==> config.mk <==
export PLATFORM = sky130hd
export DESIGN_NAME = mac_operand_feeder
export DESIGN_NICKNAME = d
export VERILOG_FILES = /design/src/rtl/mac_operand_feeder.sv
export SDC_FILE = /design/constraint.sdc
export NUM_CORES = 1
export LEC_CHECK = 0
export CAP_MARGIN = 20
export CORE_ASPECT_RATIO = 1.75
export CORE_MARGIN = 1
export CORE_UTILIZATION = 60
export CTS_CLUSTER_DIAMETER = 100
export CTS_CLUSTER_SIZE = 28
export DETAILED_ROUTE_END_ITERATION = 16
export MAX_ROUTING_LAYER = met4
export PLACE_DENSITY = 0.84
export SKIP_LAST_GASP = 1
export SYNTH_ARGS = -nofsm -noshare
export SYNTH_HDL_FRONTEND = slang
export SYNTH_SLANG_ARGS = --single-unit
==> constraint.sdc <==
create_clock -name clk -period 5.5 [get_ports clk]
set_input_delay 0.55 -clock clk [delete_from_list [all_inputs] [get_ports clk]]
set_output_delay 0.55 -clock clk [all_outputs]
set_load 0.03 [all_outputs]
==> src/rtl/mac_operand_feeder.sv <==
// mac_operand_feeder: operand sequencer for the fp16 MAC stage.
// Buffers up to DEPTH A/B operand pairs, streams them one per cycle with
// an enable qualifier, waits DRAIN_CYCLES for the MAC to settle, then
// pulses done. Optional zero-operand skipping is enabled by defining
// MAC_FEED_ZERO_SKIP_EN, which also adds the skip_cnt output.
module mac_operand_feeder #(
    parameter int DEPTH        = 8,
    parameter int ADDR_W       = 3,
    parameter int DRAIN_CYCLES = 2
) (
    input  logic              clk,
    input  logic              reset,
    input  logic              wr_en,
    input  logic              wr_sel,
    input  logic [ADDR_W-1:0] wr_addr,
    input  logic [15:0]       wr_data,
    input  logic [ADDR_W:0]   len,
    input  logic              start,
    output logic              busy,
    output logic              mac_clr,
    output logic              mac_en,
    output logic [15:0]       op_a,
    output logic [15:0]       op_b,
    output logic [ADDR_W-1:0] pair_idx,
    output logic              done,
    output logic              len_err
`ifdef MAC_FEED_ZERO_SKIP_EN
    ,output logic [ADDR_W:0]  skip_cnt
`endif
);

    localparam int DRAIN_W = (DRAIN_CYCLES > 2) ? $clog2(DRAIN_CYCLES) : 1;
    localparam logic [DRAIN_W-1:0] DRAIN_LOAD =
        DRAIN_W'((DRAIN_CYCLES > 0) ? (DRAIN_CYCLES - 1) : 0);
    localparam logic [DRAIN_W-1:0] DRAIN_ONE = DRAIN_W'(1);
    localparam logic [ADDR_W:0]    LEN_MAX   = (ADDR_W+1)'(DEPTH);
    localparam logic [ADDR_W:0]    LEN_ONE   = (ADDR_W+1)'(1);
    localparam logic [ADDR_W-1:0]  IDX_ONE   = ADDR_W'(1);

    typedef enum logic [2:0] {
        S_IDLE,
        S_CLEAR,
        S_STREAM,
        S_DRAIN,
        S_DONE
    } state_t;

    state_t             state, state_nxt;
    logic [ADDR_W-1:0]  idx, idx_nxt;
    logic [ADDR_W:0]    run_len, run_len_nxt;
    logic [DRAIN_W-1:0] drain_cnt, drain_nxt;
    logic               len_bad;
    logic               last_pair;
    logic               len_err_nxt;

    logic [15:0] mem_a [DEPTH];
    logic [15:0] mem_b [DEPTH];
    logic        wr_ok;

    logic              stream_nxt;
    logic              present_nxt;
    logic [15:0]       a_rd, b_rd;
    logic              busy_nxt, mac_clr_nxt, mac_en_nxt, done_nxt;
    logic [15:0]       op_a_nxt, op_b_nxt;
    logic [ADDR_W-1:0] pair_idx_nxt;
`ifdef MAC_FEED_ZERO_SKIP_EN
    logic              zero_nxt;
    logic [ADDR_W:0]   skip_cnt_nxt;
`endif

    // Operand buffers: writable only while no run is in flight.
    assign wr_ok = (state == S_IDLE) || (state == S_DONE);

    always_ff @(posedge clk) begin
        // buffer write port, no reset on storage
        if (wr_en && wr_ok) begin
            if (wr_sel) begin
                mem_b[wr_addr] <= wr_data;
            end else begin
                mem_a[wr_addr] <= wr_data;
            end
        end
    end

    // State register with run length, pair index and drain counter.
    always_ff @(posedge clk or posedge reset) begin
        if (reset) begin
            state     <= S_IDLE;
            idx       <= '0;
            run_len   <= '0;
            drain_cnt <= '0;
        end else begin
            state     <= state_nxt;
            idx       <= idx_nxt;
            run_len   <= run_len_nxt;
            drain_cnt <= drain_nxt;
        end
    end

    assign len_bad   = (len == '0) || (len > LEN_MAX);
    assign last_pair = ({1'b0, idx} == (run_len - LEN_ONE));

    // Next-state logic: sequencing of clear, stream, drain and done.
    always_comb begin
        state_nxt   = state;
        idx_nxt     = idx;
        run_len_nxt = run_len;
        drain_nxt   = drain_cnt;
        len_err_nxt = 1'b0;
        case (state)
            S_IDLE: begin
                if (start) begin
                    if (len_bad) begin
                        state_nxt   = S_DONE;
                        len_err_nxt = 1'b1;
                    end else begin
                        state_nxt   = S_CLEAR;
                        run_len_nxt = len;
                    end
                end
            end
            S_CLEAR: begin
                state_nxt = S_STREAM;
                idx_nxt   = '0;
            end
            S_STREAM: begin
                if (last_pair) begin
                    if (DRAIN_CYCLES == 0) begin
                        state_nxt = S_DONE;
                    end else begin
                        state_nxt = S_DRAIN;
                        drain_nxt = DRAIN_LOAD;
                    end
                end else begin
                    idx_nxt = idx + IDX_ONE;
                end
            end
            S_DRAIN: begin
                if (drain_cnt == '0) begin
                    state_nxt = S_DONE;
                end else begin
                    drain_nxt = drain_cnt - DRAIN_ONE;
                end
            end
            S_DONE: begin
                state_nxt = S_IDLE;
            end
            default: begin
                state_nxt = S_IDLE;
            end
        endcase
    end

    // Output decode: outputs are computed from the upcoming state and
    // index so that the registered outputs line up with that state.
    always_comb begin
        stream_nxt   = (state_nxt == S_STREAM);
        a_rd         = mem_a[idx_nxt];
        b_rd         = mem_b[idx_nxt];
`ifdef MAC_FEED_ZERO_SKIP_EN
        zero_nxt     = (a_rd[14:0] == '0) || (b_rd[14:0] == '0);
        present_nxt  = stream_nxt && !zero_nxt;
        skip_cnt_nxt = skip_cnt;
        if (state_nxt == S_CLEAR) begin
            skip_cnt_nxt = '0;
        end else if (stream_nxt && zero_nxt) begin
            skip_cnt_nxt = skip_cnt + LEN_ONE;
        end
`else
        present_nxt  = stream_nxt;
`endif
        mac_en_nxt   = present_nxt;
        op_a_nxt     = present_nxt ? a_rd : '0;
        op_b_nxt     = present_nxt ? b_rd : '0;
        pair_idx_nxt = stream_nxt ? idx_nxt : pair_idx;
        mac_clr_nxt  = (state_nxt == S_CLEAR);
        busy_nxt     = (state_nxt == S_CLEAR) || (state_nxt == S_STREAM) ||
                       (state_nxt == S_DRAIN);
        done_nxt     = (state_nxt == S_DONE);
    end

    // Output registers.
    always_ff @(posedge clk or posedge reset) begin
        if (reset) begin
            busy     <= 1'b0;
            mac_clr  <= 1'b0;
            mac_en   <= 1'b0;
            op_a     <= '0;
            op_b     <= '0;
            pair_idx <= '0;
            done     <= 1'b0;
            len_err  <= 1'b0;
`ifdef MAC_FEED_ZERO_SKIP_EN
            skip_cnt <= '0;
`endif
        end else begin
            busy     <= busy_nxt;
            mac_clr  <= mac_clr_nxt;
            mac_en   <= mac_en_nxt;
            op_a     <= op_a_nxt;
            op_b     <= op_b_nxt;
            pair_idx <= pair_idx_nxt;
            done     <= done_nxt;
            len_err  <= len_err_nxt;
`ifdef MAC_FEED_ZERO_SKIP_EN
            skip_cnt <= skip_cnt_nxt;
`endif
        end
    end

endmodule

==> results of run 1 <==
-- final timing paths --
| check | startpoint | end |
|---|---|---|
| max in group asynchronous | reset | idx[0] |
| min in group asynchronous | reset | op_b[8] |
| setup / recovery | run_len[0] | op_a[12] |
| hold / removal | pair_idx[2] | pair_idx[2] |
| setup reg to reg | run_len[0] | op_a[12] |
| hold reg to reg | pair_idx[2] | pair_idx[2] |
-- cells by family after synthesis --
| logic type | synth area share |
|---|---|
| xor gates and xnor gates | 0.00273 |
| and+or+nand+nor | 0.0677 |
| muxes | 0.0257 |
| DFF | 0.698 |
| AOI/OAI and AO/OA | 0.169 |
| adders and majority gates | 0.00195 |
| buffers and inverters | 0.0348 |
-- flip-flops by register name (all words and copies together) (netlist names) --
signal and count:
pair_idx 3, state 3, mem_b 128, op_b 16, done 1, op_a 16, busy 1, mem_a 128
mac_clr 1, mac_en 1, len_err 1, drain_cnt 1, idx 3, run_len 4
-- synthesized netlist by cell type (3+ instances only) --
cell type	instances	area share
a21o_1	3	0.0018
a21oi_1	5	0.0019
a221oi_1	35	0.024
a221oi_2	29	0.034
and2_1	3	0.0015
and4_1	33	0.022
buf_2	15	0.0058
buf_4	4	0.0023
clkbuf_1	52	0.015
dfrtp_1	51	0.099
edfxtp_1	256	0.60
inv_1	38	0.011
mux2i_1	33	0.026
nand2_1	18	0.0053
nand2b_1	5	0.0024
nor2_1	21	0.0061
nor2b_1	35	0.017
nor3_1	6	0.0023
nor3b_1	3	0.0018
o21a_1	34	0.020
o21ai_0	43	0.017
o221ai_1	32	0.022
o31a_1	33	0.022
o31ai_1	32	0.019
xnor2_1	3	0.0020
-- cell type report --
| type | count | area (um2) | area share |
|---|---|---|---|
| Sequential cell | 307 | 8970 | 0.627 |
| Multi-Input combinational cell | 435 | 3490 | 0.244 |
| Timing Repair Buffer | 104 | 976 | 0.0682 |
| Clock buffer | 24 | 409 | 0.0286 |
| Tap cell | 252 | 315 | 0.0220 |
| Inverter | 39 | 148 | 0.0103 |
-- placed cells by master (no fill, tap or decap), drive strengths merged, types with 2 or more instances in the layout --
master and n:
and2 3, xnor2 3, buf 37, nor4b 2, or3b 2, nor3 7, o21a 34, mux2i 33
and3 2, a221oi 64, nand2b 5, nand2 18, o221ai 32, o31ai 32, a21o 3, ha 2
nor4 2, and4 33, nor2 21, clkdlybuf4s50 67, nor3b 3, dfrtp 51, o31a 33, edfxtp 256
o21ai 44, inv 38, clkbuf 24, nor2b 35, o22ai 2, a21oi 7
-- report_power, final --
group / switching (mW) / leakage (nW) / total (mW) / internal [mW]
Combinational: 3.16 / 1.75 / 4.90 / 1.74
Clock: 0.678 / 0.195 / 1.20 / 0.517
Sequential: 0.171 / 2.96 / 2.92 / 2.74
Total: 4.00 / 4.91 / 9.01 / 5.00
-- critical path, stage by stage, from the launching register on --
cell and delay, ns:
dfrtp_1 0.43, inv_1 0.08, ha_1 0.22, xor2_1 0.19
or3b_1 0.51, a211oi_4 0.63, a22o_2 0.90, buf_4 0.38
a221oi_2 0.10, o221ai_1 0.23
-- per-layer routing --
layer	vias to the layer above	routed length, um
met2	479	16900
met5	-	0
met4	0	1690
li1	3494	-
met1	4099	10900
met3	123	2610
==> metrics.txt, run 1 <==
DRC=0; Final ANT Viol Nets=0; Peak Freq=264 MHz; DR WL/cell=27.7 um; Max-slew headroom=0.339; Via Count=a little over 8k; Mapped Area=0.0128 mm2; H-tree lvl count=1; CTS tree=done; initial antenna violation count=0; CP Class=reg -> reg; EDFF count, synth=256; first-pass GRT wire length=48400 um; ratio of cells with drive above 1 in the final layout=0.113; Reg2Reg Setup Slack=1.71 ns; Die Wd=113 um; # Post-CTS Setup Buffers=0; Post-synth top flop=edfxtp_1; synthesized net count=roughly 900; die height=approximately 200 um; vias per cell=just over 7; fin crit share=0.688; clk root buf=clkbuf_16; Worst-path clk slew=approximately 0.11 ns; clock sink total=roughly 310; post-synthesis sequential area ratio=0.698; GR Layer Usage met1=0.353; Post-Layout Cell Count=between 1k and 1.5k; Core Util, Final=0.683; number of synthesized register bits=307; core box area=0.0209 mm2; CP required=5.91 ns; status=finished, final reports clean; Mean Syn Cell Area=15.1 um2; All-Layer GR Usage=0.308; Post-Synthesis Cells=about 850; Post-synth ARST share=0.166; Pwr Total=9.01 mW; crit-path max FO=24; placed insts=1135; post-synth cell types=48; Placement Cell Area=0.0139 mm2; Tmin final=3.79 ns; busiest grt layer=met2; pre-CTS setup slack=1.80 ns; Port Buf Inserts=67; GP Congestion=0.858; dpl hpwl=19700 um; Arr. time, crit path=between 4 and 5 ns; RSZ-0062 raised after global routing=no; vias in the first global route=8344; Max Cap Viol=0; Initial Utilization=0.614; wirelength, routed=32100 um; die area=0.0220 mm2; Ports=68; largest net degree at the start of global routing=55; Hold Path Class=reg -> reg; Yosys warnings=0; cell area after layout=0.0143 mm2; Hold Path Depth=1; Worst-Skew Late Latency=0.50 ns; ANT cells=0; total CTS buffers=14; area grow syn2layout=11.4%; Worst Slack Setup Final=~1.7 ns; DRT Pass-1 Iters=5; Peak VDD IR=0.867 mV; filler cell count=around 1.4k; Hold-fix buffers, CTS=0; met3 GRT Util=0.0407; Final Hold Viols=0; Critical Path End Type=flop; post_cts resized=0; final layout net count=931; PwrDens=630 mW/mm2; Max clock buf depth=3; fin. max-slew vios=0; clk_skew=around 0.017 ns; hold_ws=0.489 ns; Setup TNS Final=0 ns; starting DRC count in detailed routing=800; num rows=70; Leakage=~5 nW; CP startpoint kind=flop; Final setup viols=0; GRT met2 Usage=0.524; total grt overflow=0; Worst Max-Slew Pin Slew=0.988 ns; r2r worst-path depth=9
(Power assumes the default switching activity.)
==> run 2, diff against run 1 <==
- clock period: 5.5 -> 3.8 ns (I/O delays scaled with it)
==> run 2 against run 1 <==
Critical path depth up 1. Sequential cell count did not move. Fmax grew 21%. Largest power group unchanged.
==> metrics.txt, run 2 (synthesis results as in run 1) <==
status=finished, final reports clean; Max Cap Viol=0 (unchanged); # Post-CTS Setup Buffers=0 (unchanged); Peak VDD IR=0.773 mV (-11%); fin crit share=0.823 (+0.135); Die Wd=113 um (unchanged); Final ANT Viol Nets=0 (unchanged); Worst-path clk slew=0.11 ns (about the same); starting DRC count in detailed routing=775 (-3.1%); footprint of the multi-input gates=0.00349 mm2 (about the same); Core Util, Final=0.685 (+0.00167); ANT cells=0 (unchanged); total grt overflow=0 (unchanged); GP Congestion=0.864 (+0.66%); Hold-fix buffers, CTS=0 (unchanged); crit-path max FO=11 (-54%); Port Buf Inserts=67 (unchanged); clk_skew=0.0128 ns (-0.00422 ns); CP max stage cell=or3b_1; first-pass GRT wire length=48700 um (+0.70%); wirelength, routed=32700 um (+1.7%); PwrDens=919 mW/mm2 (+46%); CP Class=reg -> reg; RR Endpoint=op_a[13]; most common cell after layout, fill and taps aside=edfxtp_1; H-tree lvl count=1 (unchanged); Post-Layout Cell Count=1168 (+0.60%); Final Hold Viols=0 (unchanged); crit path cell chain=inv_1 > ha_1 > xor2_1 > or3b_1 > a211oi_4 > buf_4 > a22o_2 > buf_4 > a221oi_2 > o221ai_1; reg2reg start=run_len[0]; CTS tree=done; Arr. time, crit path=3.52 ns (-0.67 ns); Tmin final=3.13 ns (-0.657 ns); All-Layer GR Usage=0.312 (+0.00361); Reg2Reg Setup Slack=0.67 ns (-1.04 ns); largest net degree at the start of global routing=52 (-5.5%); Setup TNS Final=0 ns (unchanged); post_cts resized=0 (unchanged); clock sink total=307 (unchanged); Peak Freq=320 MHz (+21%); area grow syn2layout=11.6%; biggest regs=mem_a: 128 flops, mem_b: 128 flops; die height=196 um (unchanged); num rows=70 (unchanged); Leakage=4.94 nW (+0.60%); vias per cell=7.06 (about the same); CP required=4.19 ns (-1.72 ns); most frequent cell on the critical path=buf_4; register area=0.00897 mm2 (unchanged); dpl hpwl=19200 um (-2.5%); filler cell count=1389 (+1.5%); Initial Utilization=0.614 (unchanged); r2r worst-path depth=10 (+1); initial antenna violation count=0 (unchanged); clk root buf=clkbuf_16; DR WL/cell=28.0 um (+1.1%); Largest stage delay, worst path=0.50 ns (-0.40 ns); Critical Path End Type=flop; final layout net count=938 (+0.75%); hold_ws=0.313 ns (-0.176 ns); Via Count=8241 (+0.56%); CP startpoint kind=flop; most frequent cells in the layout=edfxtp_1 (256), clkdlybuf4s50_1 (67), dfrtp_1 (50); die area=0.0220 mm2 (unchanged); Final setup viols=0 (unchanged); total CTS buffers=14 (unchanged); DRT Pass-1 Iters=6 (+1); RSZ-0062 raised after global routing=no; ratio of cells with drive above 1 in the final layout=0.119 (+0.00568); core box area=0.0209 mm2 (unchanged); Max-slew headroom=0.512 (+0.173); Max clock buf depth=3 (unchanged); Ports=68 (unchanged); DRC=0 (unchanged); Worst-Skew Late Latency=0.50 ns (about the same); Worst Max-Slew Pin Slew=0.730 ns (-0.259 ns); vias in the first global route=8473 (+1.5%); placed insts=1144 (+0.79%); Hold Path Class=in -> async; fin. max-slew vios=0 (unchanged)
==> run 2: worst max path at each step <==
stage,start,to,slack [ns],depth (start not counted)
finish,run_len[0],op_a[13],0.67,10
detailed placement,run_len[0],op_a[13],0.77,10
global route,run_len[0],op_a[13],0.56,10
global placement,run_len[0],op_a[14],0.94,10
CTS,run_len[0],op_a[13],0.72,10
floorplan,state[1],mem_a[0][0],1.03,5
==> run 2: through the flow <==
step	setup slack, ns	cell area (um2)	total power [mW]
after detailed placement	0.768	13900	11.4
after global placement	0.942	13900	11.1
after CTS	0.725	14300	13.1
final	0.671	14300	13.2
after floorplan	1.03	12800	9.04
after global routing	0.559	14300	13.7
==> run 2: per-layer routing <==
layer | vias up | track usage | wire length, um
li1 | 3493 | - | -
met2 | 497 | 0.541 | 17300
met5 | - | - | 0
met4 | 0 | 0.168 | 1620
met1 | 4113 | 0.353 | 10900
met3 | 138 | 0.0320 | 2880
==> run 2: critical path: cells and delay by family (launching register included) <==
kind | cells | cell delay, ns
flip-flops | 1 | 0.41
adder cells (fa/ha/maj) | 1 | 0.20
AO/OA/AOI/OAI | 4 | 1.05
buffers and inverters | 3 | 0.66
AND/OR/NAND/NOR | 1 | 0.50
XOR/XNOR | 1 | 0.19
==> run 2: final cells by class <==
type	count	share of cell area
sequential	307	0.625
clock buffer	24	0.0285
tap	252	0.0220
inverter	39	0.0103
multi-input combinational	435	0.243
timing repair buffer	111	0.0707
==> run 2: where the power goes <==
group / total [mW] / switching, mW / internal, mW
logic: 7.28 / 4.72 / 2.57
clock network: 1.73 / 0.986 / 0.748
registers: 4.16 / 0.187 / 3.97
total: 13.2 / 5.89 / 7.29
==> run 3, diff against run 2 <==
- clock period: 3.8 -> 2.9 ns (I/O delays scaled with it)
==> run 3 against run 2 <==
Register-to-register slack worse by 0.61 ns. Sequential share of layout area down 1.8 points. Sequential cell count unchanged. Wire length down 1.5%. Clock-buffer cell count unchanged. Clock skew up 0.0052 ns.
==> metrics.txt, run 3 (synthesis results as in run 1) <==
Hold-fix buffers, CTS=0 (unchanged); Final setup viols=0 (unchanged); CP required=3.26 ns (-0.93 ns); total grt overflow=0 (unchanged); Leakage=5.14 nW (+4.0%); CTS tree=done; GP Congestion=0.858 (-0.75%); most frequent cells in the layout=edfxtp_1 (256), clkdlybuf4s50_1 (67), buf_4 (65); CP startpoint kind=flop; Worst-path clk slew=0.11 ns (about the same); Max Cap Viol=0 (unchanged); PwrDens=1230 mW/mm2 (+33%); Worst-Skew Late Latency=0.50 ns (about the same); status=finished, final reports clean; r2r worst-path depth=11 (+1); Via Count=8349 (+1.3%); RR Endpoint=op_a[11]; dpl hpwl=19800 um (+3.0%); clk_skew=0.0180 ns (+0.00522 ns); first-pass GRT wire length=48300 um (-0.95%); All-Layer GR Usage=0.307 (-0.00462); Peak Freq=353 MHz (+10%); hold_ws=0.174 ns (-0.140 ns); die height=196 um (unchanged); crit path from=run_len[0]; CP Class=reg -> reg; Ports=68 (unchanged); reg2reg start=run_len[0]; Die Wd=113 um (unchanged); final layout net count=970 (+3.4%); Tmin final=2.84 ns (-0.294 ns); Max-slew headroom=0.460 (-0.0524); DRT Pass-1 Iters=5 (-1); total CTS buffers=14 (unchanged); vias per cell=6.96 (-1.4%); Final Hold Viols=0 (unchanged); Max clock buf depth=3 (unchanged); Initial Utilization=0.614 (unchanged); fin crit share=0.978 (+0.154); starting DRC count in detailed routing=925 (+19%); DR WL/cell=26.8 um (-4.1%); Arr. time, crit path=3.19 ns (-0.33 ns); Final ANT Viol Nets=0 (unchanged); ratio of cells with drive above 1 in the final layout=0.154 (+0.0350); Hold Path Class=in -> async; Port Buf Inserts=67 (unchanged); vias in the first global route=8510 (+0.44%); Worst Max-Slew Pin Slew=0.810 ns (+0.0809 ns); fin. max-slew vios=0 (unchanged); initial antenna violation count=0 (unchanged); ANT cells=0 (unchanged); largest net degree at the start of global routing=72 (+38%); most common cell after layout, fill and taps aside=edfxtp_1; biggest regs=mem_a: 128 flops, mem_b: 128 flops; H-tree lvl count=1 (unchanged); Peak VDD IR=1.11 mV (+43%); num rows=70 (unchanged); Setup crit end=op_a[11]; clock sink total=307 (unchanged); clk root buf=clkbuf_16; core box area=0.0209 mm2 (unchanged); Core Util, Final=0.705 (+0.0201); Critical Path End Type=flop; wirelength, routed=32200 um (-1.5%); Reg2Reg Setup Slack=0.06 ns (-0.61 ns); area grow syn2layout=14.9%; Setup TNS Final=0 ns (unchanged); crit-path max FO=11 (unchanged); DRC=0 (unchanged); die area=0.0220 mm2 (unchanged)
## run 3: per-stage QoR
step                area, um2  instances  total power, mW  setup WS [ns]
floorplan               12800        852             11.9          0.133
global placement        14300       1173             15.1         -0.128
global route            14800       1200             18.7       -0.00287
finish                  14800       1200             18.1         0.0650
CTS                     14700       1199             17.7         0.0145
detailed placement      14300       1173             15.4         -0.203
## run 3: power breakdown
part	internal, mW	total, mW	switching (mW)
registers	5.20	5.41	0.210
clock network	0.980	2.25	1.27
logic	4.00	10.4	6.42
total	10.2	18.1	7.90
## run 3: worst min-delay path by stage
stage | from | endpoint | cells after the start
global route | reset | pair_idx[1] | 2
detailed placement | pair_idx[2] | pair_idx[2] | 1
finish | reset | pair_idx[1] | 2
CTS | reset | pair_idx[1] | 2
global placement | pair_idx[2] | pair_idx[2] | 1
floorplan | len[0] | run_len[3] | 1
## run 3: area by class of cell
type	instances	area (um2)
Sequential cell	307	8970
Timing Repair Buffer	143	1370
Fill cell	1290	6170
Inverter	39	148
Multi-Input combinational cell	435	3560
Clock buffer	24	409
Tap cell	252	315
## run 3: worst max-delay path, cell delays in order (launching register included)
cell and delay, ns:
dfrtp_1 0.36, inv_1 0.06, ha_1 0.33, buf_4 0.15
nand2b_1 0.17, nor4_4 0.36, o21a_1 0.24, nor3_4 0.07
buf_4 0.18, buf_4 0.20, o31ai_1 0.38, o221ai_1 0.18
## run 3: per-layer routing
layer / vias up / track usage / share of wire
met3: 122 / 0.0304 / 0.077
met4: 0 / 0.167 / 0.048
met5: - / - / 0
li1: 3564 / - / -
met2: 489 / 0.534 / 0.54
met1: 4174 / 0.347 / 0.34
## run 3: repair_timing
action | 4_1_cts | 5_1_grt
setup endpoints to repair | 32 | 31
buffers inserted | 2 | 1
pin swaps | 3 | 6
gates resized for setup | 1 | 12
cloned | 0 | 0
